### src/rtl/k_and_s_pkg.sv
// Shared definitions for the K&S processor: instruction decode type, opcode
// values, ULA operation encodings and the flags bundle.
package k_and_s_pkg;

  typedef enum logic [3:0] {
    I_NOP,
    I_LOAD,
    I_STORE,
    I_MOVE,
    I_ADD,
    I_SUB,
    I_AND,
    I_OR,
    I_BRANCH,
    I_BZERO,
    I_BNEG,
    I_BOV,
    I_BNOV,
    I_BNNEG,
    I_BNZERO,
    I_HALT
  } decoded_instruction_type;

  localparam logic [7:0] OP_NOP    = 8'h00;
  localparam logic [7:0] OP_LOAD   = 8'h81;
  localparam logic [7:0] OP_STORE  = 8'h82;
  localparam logic [7:0] OP_MOVE   = 8'h91;
  localparam logic [7:0] OP_ADD    = 8'hA1;
  localparam logic [7:0] OP_SUB    = 8'hA2;
  localparam logic [7:0] OP_AND    = 8'hA3;
  localparam logic [7:0] OP_OR     = 8'hA4;
  localparam logic [7:0] OP_BRANCH = 8'h01;
  localparam logic [7:0] OP_BZERO  = 8'h02;
  localparam logic [7:0] OP_BNEG   = 8'h03;
  localparam logic [7:0] OP_BOV    = 8'h05;
  localparam logic [7:0] OP_BNOV   = 8'h06;
  localparam logic [7:0] OP_BNNEG  = 8'h0A;
  localparam logic [7:0] OP_BNZERO = 8'h0B;
  localparam logic [7:0] OP_HALT   = 8'hFF;

  localparam logic [1:0] ULA_OR  = 2'b00;
  localparam logic [1:0] ULA_ADD = 2'b01;
  localparam logic [1:0] ULA_SUB = 2'b10;
  localparam logic [1:0] ULA_AND = 2'b11;

  typedef struct packed {
    logic zero;
    logic neg;
    logic ov;
    logic sov;
  } flags_t;

  function automatic decoded_instruction_type decode_opcode(input logic [7:0] opcode);
    decoded_instruction_type d;
    case (opcode)
      OP_LOAD:   d = I_LOAD;
      OP_STORE:  d = I_STORE;
      OP_MOVE:   d = I_MOVE;
      OP_ADD:    d = I_ADD;
      OP_SUB:    d = I_SUB;
      OP_AND:    d = I_AND;
      OP_OR:     d = I_OR;
      OP_BRANCH: d = I_BRANCH;
      OP_BZERO:  d = I_BZERO;
      OP_BNEG:   d = I_BNEG;
      OP_BOV:    d = I_BOV;
      OP_BNOV:   d = I_BNOV;
      OP_BNNEG:  d = I_BNNEG;
      OP_BNZERO: d = I_BNZERO;
      OP_HALT:   d = I_HALT;
      default:   d = I_NOP;
    endcase
    return d;
  endfunction

endpackage

### src/rtl/ks_ula.sv
// K&S ULA: combinational 16-bit OR/ADD/SUB/AND with zero, negative,
// unsigned-overflow (carry/borrow) and signed-overflow flags.
module ks_ula
  import k_and_s_pkg::*;
#(
  parameter int DATA_W = 16
) (
  input  logic [DATA_W-1:0] a,
  input  logic [DATA_W-1:0] b,
  input  logic [1:0]        op,
  output logic [DATA_W-1:0] result,
  output logic              zero,
  output logic              neg,
  output logic              ov,
  output logic              sov
);

  localparam int MSB = DATA_W - 1;

  logic [DATA_W:0] add_ext;
  logic [DATA_W:0] sub_ext;

  // The extra top bit of the widened sum/difference is the carry/borrow.
  assign add_ext = {1'b0, a} + {1'b0, b};
  assign sub_ext = {1'b0, a} - {1'b0, b};

  always_comb begin
    // NOTE: every output gets a default before the case so no path can
    // leave one unassigned and infer a latch.
    result = '0;
    ov     = 1'b0;
    sov    = 1'b0;
    case (op)
      ULA_OR: result = a | b;
      ULA_ADD: begin
        result = add_ext[MSB:0];
        ov     = add_ext[DATA_W];
        sov    = (a[MSB] == b[MSB]) && (add_ext[MSB] != a[MSB]);
      end
      ULA_SUB: begin
        result = sub_ext[MSB:0];
        ov     = sub_ext[DATA_W];
        sov    = (a[MSB] != b[MSB]) && (sub_ext[MSB] != a[MSB]);
      end
      ULA_AND: result = a & b;
      default: result = '0;
    endcase
    zero = (result == '0);
    neg  = result[MSB];
  end

endmodule

### src/rtl/datapath.sv
// K&S execution datapath: PC, IR, 4-entry register file, ULA and flags.
// Build option KS_R0_ZERO_EN hardwires R0 to zero.
module datapath
  import k_and_s_pkg::*;
#(
  parameter int DATA_W = 16,
  parameter int ADDR_W = 5
) (
  input  logic                    clk,
  input  logic                    rst_n,
  input  logic                    branch,
  input  logic                    pc_enable,
  input  logic                    ir_enable,
  input  logic                    write_reg_enable,
  input  logic                    addr_sel,
  input  logic                    c_sel,
  input  logic [1:0]              operation,
  input  logic                    flags_reg_enable,
  output decoded_instruction_type decoded_instruction,
  output logic                    reg_zero,
  output logic                    reg_neg,
  output logic                    reg_ov,
  output logic                    reg_sov,
  output logic [ADDR_W-1:0]       ram_addr,
  output logic [DATA_W-1:0]       data_out,
  input  logic [DATA_W-1:0]       data_in
);

  logic [ADDR_W-1:0]            pc_q, pc_d;
  logic [DATA_W-1:0]            ir_q, ir_d;
  logic [3:0][DATA_W-1:0]       regs_q, regs_d;
  flags_t                       flags_q, flags_d;

  logic [1:0]                   a_idx, b_idx, c_idx;
  logic [DATA_W-1:0]            a_val, b_val, wb_data;
  logic [DATA_W-1:0]            ula_result;
  logic                         ula_zero, ula_neg, ula_ov, ula_sov;

  // IR bit 7 carries no field in any instruction format.
  logic unused_ir_bit;
  assign unused_ir_bit = ir_q[7];

  always_comb begin
    decoded_instruction = decode_opcode(ir_q[15:8]);
    a_idx = ir_q[5:4];
    b_idx = ir_q[3:2];
    c_idx = ir_q[1:0];
    case (decoded_instruction)
      I_MOVE: begin
        // MOVE is executed as A | A, so both ULA operands read the source.
        a_idx = ir_q[3:2];
        b_idx = ir_q[3:2];
      end
      I_LOAD:  c_idx = ir_q[6:5];
      I_STORE: a_idx = ir_q[6:5];
      default: ;
    endcase
  end

`ifdef KS_R0_ZERO_EN
  assign a_val = (a_idx == 2'd0) ? '0 : regs_q[a_idx];
  assign b_val = (b_idx == 2'd0) ? '0 : regs_q[b_idx];
`else
  assign a_val = regs_q[a_idx];
  assign b_val = regs_q[b_idx];
`endif

  ks_ula #(
    .DATA_W (DATA_W)
  ) u_ula (
    .a      (a_val),
    .b      (b_val),
    .op     (operation),
    .result (ula_result),
    .zero   (ula_zero),
    .neg    (ula_neg),
    .ov     (ula_ov),
    .sov    (ula_sov)
  );

  assign wb_data  = c_sel ? ula_result : data_in;
  assign ram_addr = addr_sel ? ir_q[ADDR_W-1:0] : pc_q;
  assign data_out = a_val;

  always_comb begin
    pc_d    = pc_q;
    ir_d    = ir_q;
    regs_d  = regs_q;
    flags_d = flags_q;
    if (ir_enable) ir_d = data_in;
    if (pc_enable) pc_d = branch ? ir_q[ADDR_W-1:0] : pc_q + ADDR_W'(1);
    if (write_reg_enable) begin
`ifdef KS_R0_ZERO_EN
      if (c_idx != 2'd0) regs_d[c_idx] = wb_data;
`else
      regs_d[c_idx] = wb_data;
`endif
    end
    if (flags_reg_enable) begin
      flags_d = '{zero: ula_zero, neg: ula_neg, ov: ula_ov, sov: ula_sov};
    end
  end

  always_ff @(posedge clk or negedge rst_n) begin
    if (!rst_n) begin
      pc_q    <= '0;
      ir_q    <= '0;
      // NOTE: the register file is only four words of flops, so it takes the
      // async reset like any other state; a RAM-based file would not.
      regs_q  <= '0;
      flags_q <= '0;
    end else begin
      // NOTE: non-blocking assignments so every flop samples pre-edge values.
      pc_q    <= pc_d;
      ir_q    <= ir_d;
      regs_q  <= regs_d;
      flags_q <= flags_d;
    end
  end

  assign reg_zero = flags_q.zero;
  assign reg_neg  = flags_q.neg;
  assign reg_ov   = flags_q.ov;
  assign reg_sov  = flags_q.sov;

endmodule

### config.mk
export PLATFORM = sky130hd
export DESIGN_NAME = datapath
export DESIGN_NICKNAME = d
export VERILOG_FILES = /design/src/rtl/k_and_s_pkg.sv /design/src/rtl/ks_ula.sv /design/src/rtl/datapath.sv
export SDC_FILE = /design/constraint.sdc
export NUM_CORES = 1
export LEC_CHECK = 0
export BUFFER_PORTS_ARGS = -buffer_cell sky130_fd_sc_hd__clkbuf_2
export CAP_MARGIN = 15
export CORE_MARGIN = 1
export CORE_UTILIZATION = 47
export DETAILED_ROUTE_END_ITERATION = 8
export HOLD_SLACK_MARGIN = 0.05
export SLEW_MARGIN = 20
export SYNTH_ARGS = -nofsm -noshare
export SYNTH_HDL_FRONTEND = slang
export SYNTH_SLANG_ARGS = --single-unit
### constraint.sdc
create_clock -name clk -period 6.9 [get_ports clk]
set_input_delay 0.69 -clock clk [delete_from_list [all_inputs] [get_ports clk]]
set_output_delay 0.69 -clock clk [all_outputs]
set_load 0.01 [all_outputs]
==> run summary, run 1 <==
Setup repair after global routing left no endpoint under its margin. The fraction of the core area covered by cells at the end of the flow is 0.532. The required time of the worst setup path came out at 7.11 ns. The post-CTS setup repair buffer count came out at 0.

The number of flops mapped to enable cells by yosys is 0. After legalization and detailed placement, the total HPWL measured 14200 µm. At the pin with the least slew margin, the transition time is 1.01 ns. The critical path's largest stage delay came out at 0.64 ns. The clock sink total is 88. The total power divided by cell area is 510 nW/µm².

The global router's overall resource usage is 0.245. Dividing the synthesized area by the synthesized cell count gives 9.66 µm². The final number of setup-violating endpoints is 0.

The congestion estimate from routability-driven global placement came to 0.906. Dividing the final minimum period by the clock period gives 0.860. The number of distinct standard cells referenced by the synthesized netlist is 72.

The cell count after synthesis is 766. The total number of H-tree levels is 3. The first-pass GRT wire length is 31100 µm.

The synthesized netlist net count is 851. The number of buffers added by the clock tree synthesis step is 9. The final net count is 880.

The met2 routing resource usage after global routing came out at 0.410. The total wire length after detailed routing came out at 19100 µm. The post-route setup TNS came out at 0 ns. The met1 demand-to-capacity share in global routing came out at 0.339. The effective utilization at floorplan is 0.485.

For this design the top-level I/O count stands at 56. The critical path goes through or4_1 -> a21oi_1 -> o21ai_1 -> and2_1 -> o311ai_4 -> buf_4 -> mux2i_1 -> mux2_2 -> ha_1 -> a2111oi_0 -> o21ai_0 -> nand3_1 -> a211oi_1 -> nor2b_1 -> mux2i_1 -> a21bo_2 -> mux2_2 -> mux2_1. Counting cells, the worst reg-to-reg path comes to 18. The clock tree root driver cell is sky130_fd_sc_hd__clkbuf_16. The max-slew violation count is 0.

The number of antenna violations at the first check in global routing came out at 0. The number of hold-slack violations in the final timing report came to 0. TritonCTS built the clock tree. In this run, synthesis produced a sequential element count of 88. The via count of the first global-routing pass came out at 5891. The worst slew margin relative to its limit is 0.325. The number of buffers on the longest clock path is 2. STA classifies the critical path endpoint as a register. The cell leakage power is 3.70 nW. The worst-path maximum fanout came out at 19. The final setup skew came out at 0.00953 ns. After floorplanning, the core was sized to cover 15300 µm². 0 antenna diodes ended up in the layout.

The critical path class is reg -> reg. The chip width is 127 µm. The via-per-instance ratio came out at 5.89.

The minimum clock period is 5.94 ns. After detailed routing, the average wire length per cell comes to 18.9 µm. The die covers 16300 µm². From synthesis to final layout, the design area changed by 9.60%. The floorplan has 45 rows. The number of synthesis warnings is 0. Summing every instance area after synthesis gives 7400 µm².

After global routing the overflow that remains totals 0. After global routing, the most crowded layer is met2. Among all flip-flop cells after synthesis, the most frequent one is sky130_fd_sc_hd__dfrtp_1. The tool flagged a number of max-cap violations equal to 0.

The library cell contributing the largest single delay on the critical path is sky130_fd_sc_hd__o311ai_4. After the first detailed-routing iteration, the DRC count stood at 511. For met3 alone, demand over resource in global routing was 0.0235. The clock network latency to the later pin of the worst-skew pair came out at 0.33 ns. The type of the worst min-delay path is in -> async. The flow ran to the end, and the final reports show no timing, DRC or antenna violations. Of the cells placed in the final design, the portion with a size suffix greater than 1 is 0.222.

The port buffer count came out at 55. In this run the vertical extent of the chip is 127 µm. Entering global routing, the biggest net connects 89 pins. The count of hold-fix buffers inserted at cts is 0.

The sequential element share of the synthesized area is 0.297. Once detail routing completed, the nets flagged for antenna violations numbered 0. The number of DRC violations after detailed routing is 0. The sort of element at the start of the critical path is a register. The peak supply drop came out at 156 µV. Detailed routing inserted a total of 5952 vias. The fraction of synthesis flops using an asynchronous set or reset pin came out at 1.00.

The clock-pin slew on the worst setup and hold paths is 0.06 ns. The post-cts repair resize count came out at 0. Based on the critical path, the design can be clocked at up to 168 MHz. The count of TritonRoute iterations in the first routing pass came out at 5. The data arrival time at the worst-slack endpoint came out at 6.15 ns.
[cell families after synthesis]
group | synth area share
AO/OA/AOI/OAI | 0.166
XOR/XNOR | 0.0237
adder cells (fa/ha/maj) | 0.100
buffers and inverters | 0.0581
flip-flops | 0.297
multiplexers | 0.241
AND/OR/NAND/NOR | 0.114
[report_power, final]
group          switching, mW  internal [mW]  total (mW)
clock network          0.185          0.288       0.473
logic                   1.57           1.20        2.77
registers              0.171          0.722       0.893
[through the flow]
step | std cells | area [µm²] | setup WS (ns) | hold WS, ns | power, mW
after floorplan | 766 | 7400 | 1.60 | 0.394 | 2.96
after global placement | 995 | 7820 | 1.19 | 0.488 | 3.56
after detailed placement | 995 | 7820 | 1.08 | 0.504 | 3.62
after CTS | 1010 | 8110 | 1.06 | 0.520 | 4.12
after global routing | 1010 | 8110 | 0.641 | 0.476 | 4.48
final | 1010 | 8110 | 0.963 | 0.418 | 4.14
[synth_stat cells (all sizes together), types with 6 or more instances]
master | count | area (µm²)
dfrtp | 88 | 2200
mux2 | 88 | 991
inv | 59 | 221
a21oi | 57 | 285
ha | 56 | 701
nand2 | 47 | 176
nor2 | 45 | 169
mux2i | 43 | 430
clkbuf | 33 | 124
o21ai | 33 | 165
mux4 | 16 | 360
xnor2 | 15 | 131
buf | 14 | 85.1
nand3 | 13 | 70.1
nand2b | 12 | 75.1
a21o | 8 | 60.1
a221oi | 8 | 70.1
o211ai | 8 | 60.1
a211oi | 7 | 52.6
nor4 | 6 | 37.5
o22ai | 6 | 37.5
[critical path, delay by kind of cell (launching register included)]
kind	cells	cell delay, ns
compound gates	7	1.95
mux	5	1.23
simple gates	4	1.21
flops	1	0.50
fa+ha+maj	1	0.46
buf+inv	1	0.45
[cell usage in the layout, fill, tap and decap left out, types with 6 or more instances in the layout]
cell,count
sky130_fd_sc_hd__a21o_1,8
sky130_fd_sc_hd__nand3_1,12
sky130_fd_sc_hd__clkbuf_2,54
sky130_fd_sc_hd__mux2_1,20
sky130_fd_sc_hd__o21ai_0,31
sky130_fd_sc_hd__xnor2_1,15
sky130_fd_sc_hd__nand2b_1,12
sky130_fd_sc_hd__mux4_2,16
sky130_fd_sc_hd__a211oi_1,7
sky130_fd_sc_hd__mux2_2,68
sky130_fd_sc_hd__buf_4,10
sky130_fd_sc_hd__nand2_1,47
sky130_fd_sc_hd__a221oi_1,8
sky130_fd_sc_hd__dfrtp_1,88
sky130_fd_sc_hd__inv_1,59
sky130_fd_sc_hd__o22ai_1,6
sky130_fd_sc_hd__a21oi_1,57
sky130_fd_sc_hd__mux2i_1,43
sky130_fd_sc_hd__o211ai_1,8
sky130_fd_sc_hd__clkbuf_16,9
sky130_fd_sc_hd__nor4_1,6
sky130_fd_sc_hd__nor2_1,45
sky130_fd_sc_hd__ha_1,56
[final timing paths]
path / slack (ns) / start / end
max in group asynchronous: 5.93 / rst_n / regs_q[46]
worst min-delay path: 0.42 / rst_n / ir_q[0]
worst max register to register: 0.96 / ir_q[10] / regs_q[31]
worst min register to register: 0.51 / regs_q[0] / regs_q[0]
worst max-delay path: 0.96 / ir_q[10] / regs_q[31]
min in group clk: 0.51 / regs_q[0] / regs_q[0]
[sequential cells by signal, summed over array words and instances, names as in the netlist]
| name | flops |
|---|---|
| regs_q | 64 |
| reg_ov | 1 |
| reg_zero | 1 |
| reg_neg | 1 |
| pc_q | 5 |
| ir_q | 15 |
| reg_sov | 1 |
[area by class of cell]
cell class	count	area, µm²
Fill cell	1381	7150
Clock buffer	12	246
Timing Repair Buffer	65	357
Inverter	59	221
Clock inverter	3	42.5
Sequential cell	88	2200
Multi-Input combinational cell	572	4780
Tap cell	211	264
[routing by layer]
metal  wire length [µm]  vias up
met4                224        0
met1               9090     2929
met3                826       13
met2               8970      171
met5                  0        -
li1                   -     2839
(Power assumes the default switching activity.)
==> run 2, diff against run 1 <==
--- a/config.mk
+++ b/config.mk
@@ -8,9 +8,10 @@
 export BUFFER_PORTS_ARGS = -buffer_cell sky130_fd_sc_hd__clkbuf_2
 export CAP_MARGIN = 15
 export CORE_MARGIN = 1
-export CORE_UTILIZATION = 47
+export CORE_UTILIZATION = 55
 export DETAILED_ROUTE_END_ITERATION = 8
 export HOLD_SLACK_MARGIN = 0.05
+export PLACE_DENSITY = 0.74
 export SLEW_MARGIN = 20
 export SYNTH_ARGS = -nofsm -noshare
 export SYNTH_HDL_FRONTEND = slang
==> run summary, run 2 (synthesized netlist as in run 1, its figures left out) <==
The final net count is 879 (-0.11%). The post-cts repair resize count came out at 0 (unchanged). The max-slew violation count is 0 (unchanged). The number of antenna violations at the first check in global routing is 0 (unchanged). The minimum clock period is 5.84 ns (-0.0966 ns). The overall power after layout was 4.17 mW (+0.68%).

The total number of H-tree levels is 3 (unchanged). The number of DRC violations after detailed routing came out at 0 (unchanged). The clock network latency to the later pin of the worst-skew pair is 0.34 ns (about the same). The area growth from synthesis to layout is 9.14%.

The first-iteration detailed-routing DRC count came out at 608 (+19%). The final antenna-violating net count came out at 0 (unchanged). The number of buffers on the longest clock path is 2 (unchanged). The global router's overall resource usage is 0.276 (+0.0307). The core area came out at 13200 µm² (-14%). The cell area after placement is 7770 µm² (-0.66%).

The critical path goes through or4_1 -> a21oi_1 -> o21ai_1 -> and2_1 -> o311ai_4 -> buf_4 -> mux2i_1 -> mux2_2 -> inv_1 -> ha_1 -> fa_1 -> a211oi_1 -> o211ai_1 -> nand3_1 -> o21ai_0 -> a31o_2 -> xor2_1 -> a21oi_1 -> o22ai_1 -> mux2_1. The worst slew margin relative to its limit came out at 0.336 (+0.0113). Setup repair after global routing left no endpoint under its margin. TritonCTS built the clock tree. The cell leakage power came out at 3.70 nW (about the same). The fraction of final layout cells with drive strength greater than 1 came to 0.224 (+0.00250). The largest net degree at the start of global routing was 89 (unchanged). The mean routed wirelength per cell came out at 19.2 µm (+1.7%). STA classifies the critical path endpoint as a register. The number of buffers added by the clock tree synthesis step came out at 9 (unchanged). The critical path class is reg -> reg. The number of instances in the placed design came to 959 (-3.6%). regs_q holds more flip-flops than any other register. The worst-path maximum fanout came out at 12 (-7). The number of standard cells in the final layout excluding fillers was 975 (-3.5%). The library cells used most frequently in the layout, excluding fill and tap cells, are sky130_fd_sc_hd__dfrtp_1, sky130_fd_sc_hd__mux2_2, sky130_fd_sc_hd__inv_1, sky130_fd_sc_hd__a21oi_1, sky130_fd_sc_hd__ha_1. The most common library cell in the layout ignoring fill and taps is sky130_fd_sc_hd__dfrtp_1. The post-route setup TNS came out at 0 ns (unchanged).

The via-per-instance ratio came out at 6.28 (+6.6%). The total power divided by cell area is 516 nW/µm² (+1.1%). The final number of setup-violating endpoints is 0 (unchanged).

The clock tree root driver cell is sky130_fd_sc_hd__clkbuf_16. The critical path's largest stage delay is 0.56 ns (-0.08 ns). The setup slack of the critical path after layout is 1.06 ns (+0.0966 ns). The number of hold-slack violations in the final timing report is 0 (unchanged).

The first-pass GRT wire length is 30700 µm (-1.3%). The count of TritonRoute iterations in the first routing pass is 5 (unchanged). The post-route clock period utilization is 0.846 (-0.0140). The effective utilization at floorplan came out at 0.561 (+0.0761). The largest registers in the layout are regs_q: 64 flops, ir_q: 15 flops, pc_q: 5 flops. The number of standard-cell rows in the floorplan came to 42 (-6.7%). The run finished with clean final reports. The port buffer count is 55 (unchanged). The sort of element at the start of the critical path is a register.

The via total after detailed routing is 6125 (+2.9%). The clock-pin slew on the worst setup and hold paths is 0.06 ns (about the same). The transition time of the tightest slew-check pin was 0.996 ns (-0.0169 ns).

The worst hold slack across all endpoints is 0.379 ns (-0.0396 ns). The data arrival time at the worst-slack endpoint came out at 6.06 ns (-0.09 ns). The chip width came out at 118 µm (-7.4%). The area enclosed by the die boundary is 13900 µm² (-14%).

The remaining global-route overflow is 0 (unchanged). The number of flip-flops under the largest register name came to 64 (unchanged). The fmax was 171 MHz (+1.7%). The clock sink total is 88 (unchanged).

The number of top-level pins is 56 (unchanged). The last weighted congestion value of the routability-driven placer is 0.904 (-0.19%). The count of hold-fix buffers inserted at cts was 0 (unchanged).

The peak supply drop came to 161 µV (+3.2%). The worst setup timing slack at the placement stage was 1.13 ns (+0.0499 ns). The via count of the first global-routing pass is 5903 (+0.20%).

The path class of the tightest hold or removal check is in -> async. The total wire length after detailed routing is 18800 µm (-1.9%). The post-CTS setup repair buffer count is 0 (unchanged). The final setup skew was 0.00852 ns (-0.00101 ns). The total inserted antenna cells came out at 0 (unchanged).

The HPWL reported at the end of detailed placement is 14000 µm (-0.77%). The required time of the worst setup path is 7.12 ns (about the same). The library cell contributing the largest single delay on the critical path is sky130_fd_sc_hd__or4_1. The number of max-cap violations came out at 0 (unchanged). The die boundary height is 118 µm (-7.4%).

The post-route standard cell area excluding fillers came out at 8080 µm² (-0.42%). The most common cell type on the critical path is sky130_fd_sc_hd__a21oi_1. The fraction of the core area covered by cells at the end of the flow came out at 0.613 (+0.0808).
## run 2: path summary, 6_finish.rpt
kind	start	endpoint	slack, ns	cells after the start
max	ir_q[8]	regs_q[30]	1.06	20
min	rst_n	regs_q[15]	0.38	1
max reg2reg	ir_q[8]	regs_q[30]	1.06	20
min reg2reg	regs_q[39]	regs_q[39]	0.51	1
max in group asynchronous	rst_n	regs_q[46]	5.94	1
min in group clk	regs_q[39]	regs_q[39]	0.51	1
## run 2: worst max-delay path, delay by kind of cell, from the launching register on
| kind | cells | cell delay (ns) |
|---|---|---|
| compound gates | 9 | 2.37 |
| simple gates | 3 | 0.94 |
| mux | 3 | 0.73 |
| fa+ha+maj | 2 | 0.68 |
| flops | 1 | 0.50 |
| buf+inv | 2 | 0.36 |
| xor+xnor | 1 | 0.14 |
## run 2: metal layers
| layer | global-route usage | up-vias | wire length, µm | share of wire |
|---|---|---|---|---|
| met3 | 0.0436 | 32 | 1020 | 0.054 |
| met1 | 0.377 | 3041 | 8400 | 0.45 |
| met2 | 0.449 | 209 | 8980 | 0.48 |
| met5 | 0 | - | 0 | 0 |
| met4 | 0.0865 | 0 | 361 | 0.019 |
| li1 | - | 2843 | - | - |
## run 2: where the power goes
| part | switching (mW) | total (mW) | internal (mW) | leakage [nW] |
|---|---|---|---|---|
| Combinational | 1.57 | 2.77 | 1.20 | 2.51 |
| Sequential | 0.185 | 0.906 | 0.722 | 1.05 |
| Clock | 0.201 | 0.492 | 0.291 | 0.145 |
## run 2: area by class of cell
| cell class | count | area (µm²) |
|---|---|---|
| Clock buffer | 10 | 239 |
| Inverter | 59 | 221 |
| Multi-Input combinational cell | 572 | 4780 |
| Sequential cell | 88 | 2200 |
| Fill cell | 1091 | 5110 |
| Timing Repair Buffer | 64 | 349 |
| Clock inverter | 6 | 67.6 |
| Tap cell | 176 | 220 |
